`src/rtl/instruction_fetch.sv`:
```
// Fetch stage with PC register and IF/ID pipeline register feeding decode.
// Redirects beat stalls for the PC; flushes beat stalls for the IF/ID slot.
module instruction_fetch #(
  parameter logic [31:0] RESET_PC  = 32'h0000_0000,
  parameter logic [31:0] NOP_INSTR = 32'h0000_0013
) (
  input  logic        clk,
  input  logic        rst_n,
  output logic        imem_req,
  output logic [31:0] imem_addr,
  input  logic [31:0] imem_rdata,
  input  logic        imem_ack,
  input  logic        StallD,
  input  logic        FlushD,
  input  logic        PCSrcE,
  input  logic [31:0] PCTargetE,
  output logic [31:0] InstrD,
  output logic [31:0] PCD,
  output logic [31:0] PCPlus4D,
  output logic        ValidD,
  output logic        MisalignErr
);

  typedef enum logic [0:0] {StBoot, StRun} state_e;

  state_e      state_q, state_d;
  logic [31:0] pc_q, pc_d;
  logic [31:0] instr_q, instr_d;
  logic [31:0] pcd_q, pcd_d;
  logic [31:0] pcp4_q, pcp4_d;
  logic        valid_q, valid_d;
  logic        misalign_q, misalign_d;
  logic [31:0] pc_plus4;

  assign pc_plus4 = pc_q + 32'd4;

  always_comb begin
    state_d    = state_q;
    pc_d       = pc_q;
    instr_d    = instr_q;
    pcd_d      = pcd_q;
    pcp4_d     = pcp4_q;
    valid_d    = valid_q;
    misalign_d = misalign_q;

    unique case (state_q)
      StBoot: state_d = StRun;
      StRun: begin
        if (PCSrcE) begin
          pc_d = {PCTargetE[31:2], 2'b00};
          if (PCTargetE[1:0] != 2'b00) misalign_d = 1'b1;
        end else if (!StallD && imem_ack) begin
          pc_d = pc_plus4;
        end

        // imem_rdata is only looked at on the load path, which requires imem_ack.
        if (FlushD || PCSrcE) begin
          instr_d = NOP_INSTR;
          valid_d = 1'b0;
        end else if (StallD) begin
          instr_d = instr_q;
        end else if (imem_ack) begin
          instr_d = imem_rdata;
          pcd_d   = pc_q;
          pcp4_d  = pc_plus4;
          valid_d = 1'b1;
        end else begin
          instr_d = NOP_INSTR;
          valid_d = 1'b0;
        end
      end
      default: state_d = StBoot;
    endcase
  end

  always_ff @(posedge clk or negedge rst_n) begin
    if (!rst_n) begin
      state_q    <= StBoot;
      pc_q       <= RESET_PC;
      instr_q    <= NOP_INSTR;
      pcd_q      <= 32'd0;
      pcp4_q     <= 32'd0;
      valid_q    <= 1'b0;
      misalign_q <= 1'b0;
    end else begin
      state_q    <= state_d;
      pc_q       <= pc_d;
      instr_q    <= instr_d;
      pcd_q      <= pcd_d;
      pcp4_q     <= pcp4_d;
      valid_q    <= valid_d;
      misalign_q <= misalign_d;
    end
  end

  assign imem_req    = (state_q == StRun);
  assign imem_addr   = pc_q;
  assign InstrD      = instr_q;
  assign PCD         = pcd_q;
  assign PCPlus4D    = pcp4_q;
  assign ValidD      = valid_q;
  assign MisalignErr = misalign_q;

endmodule

```
`config.mk`:
```
export PLATFORM = sky130hd
export DESIGN_NAME = instruction_fetch
export DESIGN_NICKNAME = d
export VERILOG_FILES = /design/src/rtl/instruction_fetch.sv
export SDC_FILE = /design/constraint.sdc
export NUM_CORES = 1
export LEC_CHECK = 0
export BUFFER_PORTS_ARGS = -buffer_cell sky130_fd_sc_hd__buf_2
export CORE_UTILIZATION = 56
export CTS_BUF_LIST = sky130_fd_sc_hd__clkbuf_4
export CTS_CLUSTER_SIZE = 12
export DETAILED_ROUTE_END_ITERATION = 7
export GPL_TIMING_DRIVEN = 0
export HOLD_SLACK_MARGIN = 0.05
export PLACE_DENSITY = 0.89
export SKIP_LAST_GASP = 1
export SYNTH_ARGS = -nofsm -noshare
export SYNTH_HDL_FRONTEND = slang
export SYNTH_SLANG_ARGS = --single-unit
```
`constraint.sdc`:
```
create_clock -name clk -period 4.95 [get_ports clk]
set_input_delay 0 -clock clk [delete_from_list [all_inputs] [get_ports clk]]
set_output_delay 0 -clock clk [all_outputs]
set_load 0.05 [all_outputs]
```
==> flow_metrics.py, run 1 <==
metrics = {
    "run_status": {
        "status": "complete, no violations",
    },
    "clocking": {
        "cts_tree": "done",
        "root_buffer": "clkbuf_4",
        "clk_pin_slew_ns": 0.11,
        "cts_buffers": 17,
        "cts_buffer_depth": 2,
        "cts_sinks": 125,
        "worstSkewPairLatency_ns": 0.53,
        "h-tree-depth": 4,
        "postCtsSetupRepairBufs": 0,
    },
    "placement": {
        "dpl_cell_area_um2": 7078,
        "dp_hpwl_mm": 12.46,
        "port_buffers": 194,
        "place_congestion": 0.8932,
    },
    "synthesis": {
        "ys_async_sr_fraction": 1.000,
        "yosysMostFrequentCell": "nand2_1",
        "ys_types": 50,
        "synth-seq-cells": 125,
        "syn_area_um2": 5884,
        "synth_top_area_share": 0.5188,
        "avgSynthCellArea_um2": 9.252,
        "synthTopCellsByCount": "165 x nand2_1, 122 x dfrtp_1, 44 x o21ai_0, 41 x clkbuf_1, 29 x o21ai_1",
        "yosys-top-cells-area": "dfrtp_1 52%, nand2_1 11%, o21ai_0 3.7%",
        "synth_edf_count": 0,
        "netlist_instances": 636,
        "synthFlopType": "dfrtp_1",
        "ys_seq_area_frac": 0.5322,
        "ys_warn_count": 0,
        "yosys.area.top_type": "dfrtp_1",
    },
    "floorplan": {
        "chipWidth_um": 104.5,
        "core_area_um2": 10280,
        "die_y_um": 104.5,
        "dieArea_um2": 10920,
        "rows": 37,
        "start_util": 0.5726,
        "boundaryPins": 201,
    },
    "sta": {
        "period_needed_ns": 2.627,
        "holdWs_ns": 0.1158,
        "hold_violations": 0,
        "tns_ns": 0,
        "max_freq_mhz": 380.6,
        "final-setup-viol-count": 0,
        "max_slew_margin": 0.5330,
        "post-route-period-util": 0.5308,
        "skew_ns": 0.02221,
        "tightest_slew_ns": 0.6958,
        "rsz0062_at_grt": "false",
        "slew_viol_final": 0,
    },
    "setup_path": {
        "cp.required_ns": 5.42,
        "cpMostUsedCell": "buf_2",
        "slowest_stage": "dlygate4sd3_1",
        "r2r-start": "imem_addr[6]$_DFFE_PN0P_",
        "critical_path_buf_inv_count": 3,
        "cp.arrival_ns": 3.10,
        "endpoint_kind": "flip-flop",
        "start_kind": "flip-flop",
        "startpoint": "imem_addr[6]$_DFFE_PN0P_",
        "crit_type": "flip-flop to flip-flop",
        "crit_fanout": 10,
        "crit_chain": "buf_2 -> and4_1 -> buf_2 -> nand4_4 -> nor3_2 -> mux2_2 -> nand3_1 -> dlygate4sd3_1",
        "critPathTopFamily": "buffers and inverters",
        "max_stage_delay_ns": 0.54,
    },
    "grt": {
        "grt_max_degree": 73,
        "busiest_layer": "met2",
        "use_met1": 0.4727,
        "grt_pass1_vias": 6246,
        "grt-ovfl-total": 0,
        "use_met2": 0.5993,
        "antenna_found_initial": 0,
        "grt.total_usage": 0.3809,
        "grtUsageMet3": 0.08396,
        "grt_pass1_wl_mm": 31.71,
    },
    "cells_and_area": {
        "fin_util": 0.7933,
        "design_area_um2": 8153,
        "nets": 1002,
        "multi_input_area_um2": 2502,
        "area_delta_synth_final_pct": 38.55,
        "nFillCells": 676,
        "seqCellArea_um2": 3132,
        "drive_above_1_share": 0.2754,
        "antenna_cells": 0,
    },
    "detailed_routing": {
        "drt_first_pass_iters": 6,
        "ant_nets": 0,
        "routed-via-count": 6308,
        "drcViolationCount": 0,
        "drtIter0Drc": 693,
        "wl_per_cell_um": 18.69,
        "drt-total-wl_mm": 20.19,
        "viasPerCell": 5.841,
    },
    "power_and_ir_drop": {
        "p_per_area_nw_per_um2": 422.1,
        "ir_drop_mv": 0.2624,
        "p_leak_nw": 4.039,
    },
    "worst_hold_path": {
        "holdCritStartpoint": "PCSrcE",
        "hp-class": "input pin to flip-flop",
    },
    "flow_run": {
        "maxCapViolCount": 0,
    },
}
routing by layer:
metal,routed length (um),vias up,part of all wire
met1,7642,2950,0.38
met3,1813,118,0.090
met4,1150,0,0.057
met2,9582,482,0.47
met5,0,-,0
li1,-,2758,-
final cells by class:
type                       instances  share of cell area
tap                              136             0.02087
inverter                           8            0.003683
multi-input combinational        453              0.3069
clock inverter                    12             0.01796
sequential                       125              0.3841
clock buffer                      20             0.01842
timing repair buffer             271              0.2187
buffer                            55             0.02931
worst reg2reg max path, stage by stage, from the launching register on:
cell and delay [ns]:
dfrtp_1 0.37, buf_2 0.20, and4_1 0.20, buf_2 0.19
nand4_4 0.29, nor3_2 0.36, mux2_2 0.37, nand3_1 0.07
dlygate4sd3_1 0.54
placed cells by master (no fill, tap or decap), drive strengths merged, types with 12 or more instances in the layout:
cell	netlist	final
nand4	12	12
a22o	17	17
buf	13	209
o21ai	73	73
a21oi	12	12
dlygate4sd3	0	75
nand2	165	165
nand3	21	21
clkbuf	42	62
dfrtp	122	122
xnor2	24	24
nor2	28	28
state kept, by name, summed over array words and instances, names as in the netlist:
register,flops
imem_addr,30
PCPlus4D,30
imem_req,1
InstrD,32
ValidD,1
MisalignErr,1
PCD,30
power breakdown:
group / switching (mW) / leakage [nW] / internal, mW
sequential: 0.143 / 1.56 / 1.20
combinational: 1.01 / 2.32 / 0.333
clock: 0.394 / 0.162 / 0.363
cell families after synthesis:
kind of cell / count (synthesis) / share of synthesized area
compound gates: 140 / 0.1465
other cells: 2 / 0.001276
flops: 125 / 0.5322
fa+ha+maj: 1 / 0.002126
xor+xnor: 27 / 0.04019
simple gates: 270 / 0.2173
mux: 8 / 0.01467
buf+inv: 63 / 0.04571
path summary, 6_finish.rpt:
| check | to | slack (ns) | cells past startpoint |
|---|---|---|---|
| setup / recovery | imem_addr[22]$_DFFE_PN0P_ | 2.32 | 8 |
| hold / removal | imem_addr[26]$_DFFE_PN0P_ | 0.12 | 5 |
| setup reg to reg | imem_addr[22]$_DFFE_PN0P_ | 2.32 | 8 |
| hold reg to reg | PCD[25]$_DFFE_PN0P_ | 0.48 | 2 |
| max in group asynchronous | InstrD[1]$_DFFE_PN1P_ | 4.01 | 4 |
| min in group asynchronous | PCD[28]$_DFFE_PN0P_ | 0.57 | 4 |
repair_timing:
item	CTS	global route
resized for setup	0	0
endpoints found under the hold margin	185	0
endpoints found under the setup margin	0	0
hold buffers	76	0
per-stage QoR:
| step | worst slack, ns | std cells | power [mW] |
|---|---|---|---|
| floorplan | 2.673 | 641 | 2.271 |
| global placement | 2.303 | 971 | 2.590 |
| detailed placement | 2.778 | 972 | 2.621 |
| CTS | 2.366 | 1080 | 3.402 |
| global route | 2.226 | 1080 | 3.566 |
| finish | 2.323 | 1080 | 3.442 |
Note: power is estimated with default switching activity, not from simulation.
==> run 2, diff against run 1 <==
- CORE_UTILIZATION: 56 -> 47
- PLACE_DENSITY: 0.89 -> 0.8
- clock period: 4.95 -> 2.2 ns (I/O delays scaled with it)
==> run 2 against run 1 <==
Compared with the run above: non-clock buffer count is 2 higher; largest power group unchanged; via count is 6.1% lower; critical path depth stayed put; fmax is 25% higher; utilization is 12 points lower; combinational power is 120% higher; first-iteration DRC count is 17% lower; highest routed layer unchanged; die area is 19% higher; hold slack worse by 0.0039 ns.
==> flow_metrics.py, run 2 (synthesis results as in run 1) <==
metrics = {
    "run_status": {
        "status": "complete, no violations",
    },
    "clocking": {
        "clk_pin_slew_ns": 0.12,
        "cts_buffers": 17,
        "worstSkewPairLatency_ns": 0.54,
        "root_buffer": "clkbuf_4",
        "cts_resized": 0,
        "h-tree-depth": 4,
        "cts_sinks": 125,
        "cts_tree": "done",
        "cts_buffer_depth": 2,
    },
    "flow_run": {
        "maxCapViolCount": 0,
    },
    "setup_path": {
        "r2r_end": "PCPlus4D[27]$_DFFE_PN0P_",
        "endpoint_kind": "flip-flop",
        "cp.arrival_ns": 2.51,
        "reg2reg_slack_ns": 0.10,
        "r2r_cells": 8,
        "crit_type": "flip-flop to flip-flop",
        "start_kind": "flip-flop",
        "cp.required_ns": 2.61,
        "crit_fanout": 10,
        "r2r-start": "imem_addr[5]$_DFFE_PN0P_",
    },
    "sta": {
        "slew_viol_final": 0,
        "skew_ns": 0.01380,
        "final-setup-viol-count": 0,
        "tightest_slew_ns": 0.7233,
        "max_slew_margin": 0.5146,
        "hold_violations": 0,
        "setup_slack_ns": 0.1045,
        "holdWs_ns": 0.1119,
        "rsz0062_at_grt": "true",
        "post-route-period-util": 0.9525,
        "period_needed_ns": 2.096,
        "tns_ns": 0,
        "max_freq_mhz": 477.2,
    },
    "cells_and_area": {
        "nFillCells": 985,
        "nets": 1004,
        "drive_above_1_share": 0.2822,
        "final_cell_mix": "200 x buf_2, 165 x nand2_1, 118 x dfrtp_1",
        "area_delta_synth_final_pct": 39.49,
        "largest_reg_flops": 32,
        "stdcell_count": 1114,
        "antenna_cells": 0,
        "final_common_cell": "buf_2",
    },
    "placement": {
        "pre_cts_slack_ns": 0.1410,
        "dp.cells": 1004,
        "dp_hpwl_mm": 12.38,
        "port_buffers": 194,
        "place_congestion": 0.8309,
    },
    "grt": {
        "grt-ovfl-total": 0,
        "grt_pass1_wl_mm": 29.75,
        "grt_max_degree": 79,
        "grt.total_usage": 0.3018,
        "antenna_found_initial": 0,
        "grt_pass1_vias": 5884,
    },
    "detailed_routing": {
        "wl_per_cell_um": 16.96,
        "viasPerCell": 5.320,
        "ant_nets": 0,
        "routed-via-count": 5926,
        "drcViolationCount": 0,
        "drtIter0Drc": 573,
        "drt_first_pass_iters": 5,
        "drt-total-wl_mm": 18.89,
    },
    "floorplan": {
        "start_util": 0.4858,
        "core_area_um2": 12110,
        "die_y_um": 113.9,
        "boundaryPins": 201,
        "rows": 40,
        "dieArea_um2": 12970,
        "chipWidth_um": 113.9,
    },
    "power_and_ir_drop": {
        "p_int_mw": 4.226,
        "power_frac_seq": 0.390,
        "p_comb_frac": 0.389,
        "p_per_area_nw_per_um2": 937.2,
        "p_clk_frac": 0.222,
        "power_mw": 7.692,
        "switching_power_mw": 3.466,
        "ir_drop_mv": 0.3850,
        "switching_share": 0.4506,
        "p_leak_nw": 4.035,
    },
    "worst_hold_path": {
        "worstHoldPathCells": 5,
        "hp-class": "input pin to flip-flop",
        "holdCritStartpoint": "StallD",
        "min_to": "PCD[10]$_DFFE_PN0P_",
    },
}
## run 2: cell types whose count changed in the layout (fill, tap and decap cells not counted), sizes merged
cell      change
clkbuf        -3
buf           +2
clkinvlp      +2
inv           +2
clkinv        -1
## run 2: layout make-up
cell class	count	area (um^2)	area share
Timing Repair Buffer	273	1790	0.2181
Multi-Input combinational cell	453	2502	0.3049
Sequential cell	125	3137	0.3822
Clock buffer	17	127.6	0.01555
Buffer	55	239.0	0.02912
Inverter	8	30.03	0.003659
Tap cell	168	210.2	0.02561
Clock inverter	15	171.4	0.02088
## run 2: per-stage QoR
step           area [um^2]  utilization
6_report              8208       0.6777
5_1_grt               8208       0.6777
4_1_cts               8193       0.6764
3_5_place_dp          7123       0.5881
3_3_place_gp          7089       0.5853
2_1_floorplan         5908            -
## run 2: power by group through the flow
stage | Combinational [mW] | Sequential [mW] | Clock, mW
after CTS | 2.97 | 2.99 | 1.72
after detailed placement | 2.86 | 3.03 | 0
after global placement | 2.83 | 3.01 | 0
after global routing | 3.16 | 3.05 | 1.83
after floorplan | 0.690 | 4.42 | 0
final | 2.99 | 3.00 | 1.70
## run 2: worst max path at each step
stage | startpoint | endpoint | slack [ns] | cells past startpoint
final | imem_addr[5]$_DFFE_PN0P_ | PCPlus4D[27]$_DFFE_PN0P_ | 0.10 | 8
after global placement | rst_n | imem_addr[5]$_DFFE_PN0P_ | -0.71 | 1
after floorplan | imem_addr[8]$_DFFE_PN0P_ | imem_addr[26]$_DFFE_PN0P_ | 0.001 | 6
after global routing | imem_addr[5]$_DFFE_PN0P_ | PCPlus4D[27]$_DFFE_PN0P_ | -0.002 | 8
after CTS | imem_addr[5]$_DFFE_PN0P_ | imem_addr[26]$_DFFE_PN0P_ | 0.08 | 7
after detailed placement | imem_addr[5]$_DFFE_PN0P_ | imem_addr[26]$_DFFE_PN0P_ | 0.14 | 7
## run 2: per-layer routing
metal  global-route usage  part of all wire
met5                    0                 0
met4               0.1195             0.027
met3              0.07333             0.069
met2               0.5118              0.49
met1               0.3721              0.41
## run 2: timing repair
| action | CTS | global route |
|---|---|---|
| endpoints found under the setup margin | 0 | 1 |
| buffers inserted | 0 | 2 |
| hold buffers | 76 | 0 |
| hold endpoints to repair | 188 | 0 |
## run 2: critical path, cell delays in order, from the launching register on
cell and delay (ns):
dfrtp_2 0.38, buf_2 0.19, and4_1 0.21, buf_2 0.18, nand4_4 0.26, buf_4 0.25
nor4_4 0.27, xnor2_1 0.16, o21ai_1 0.07
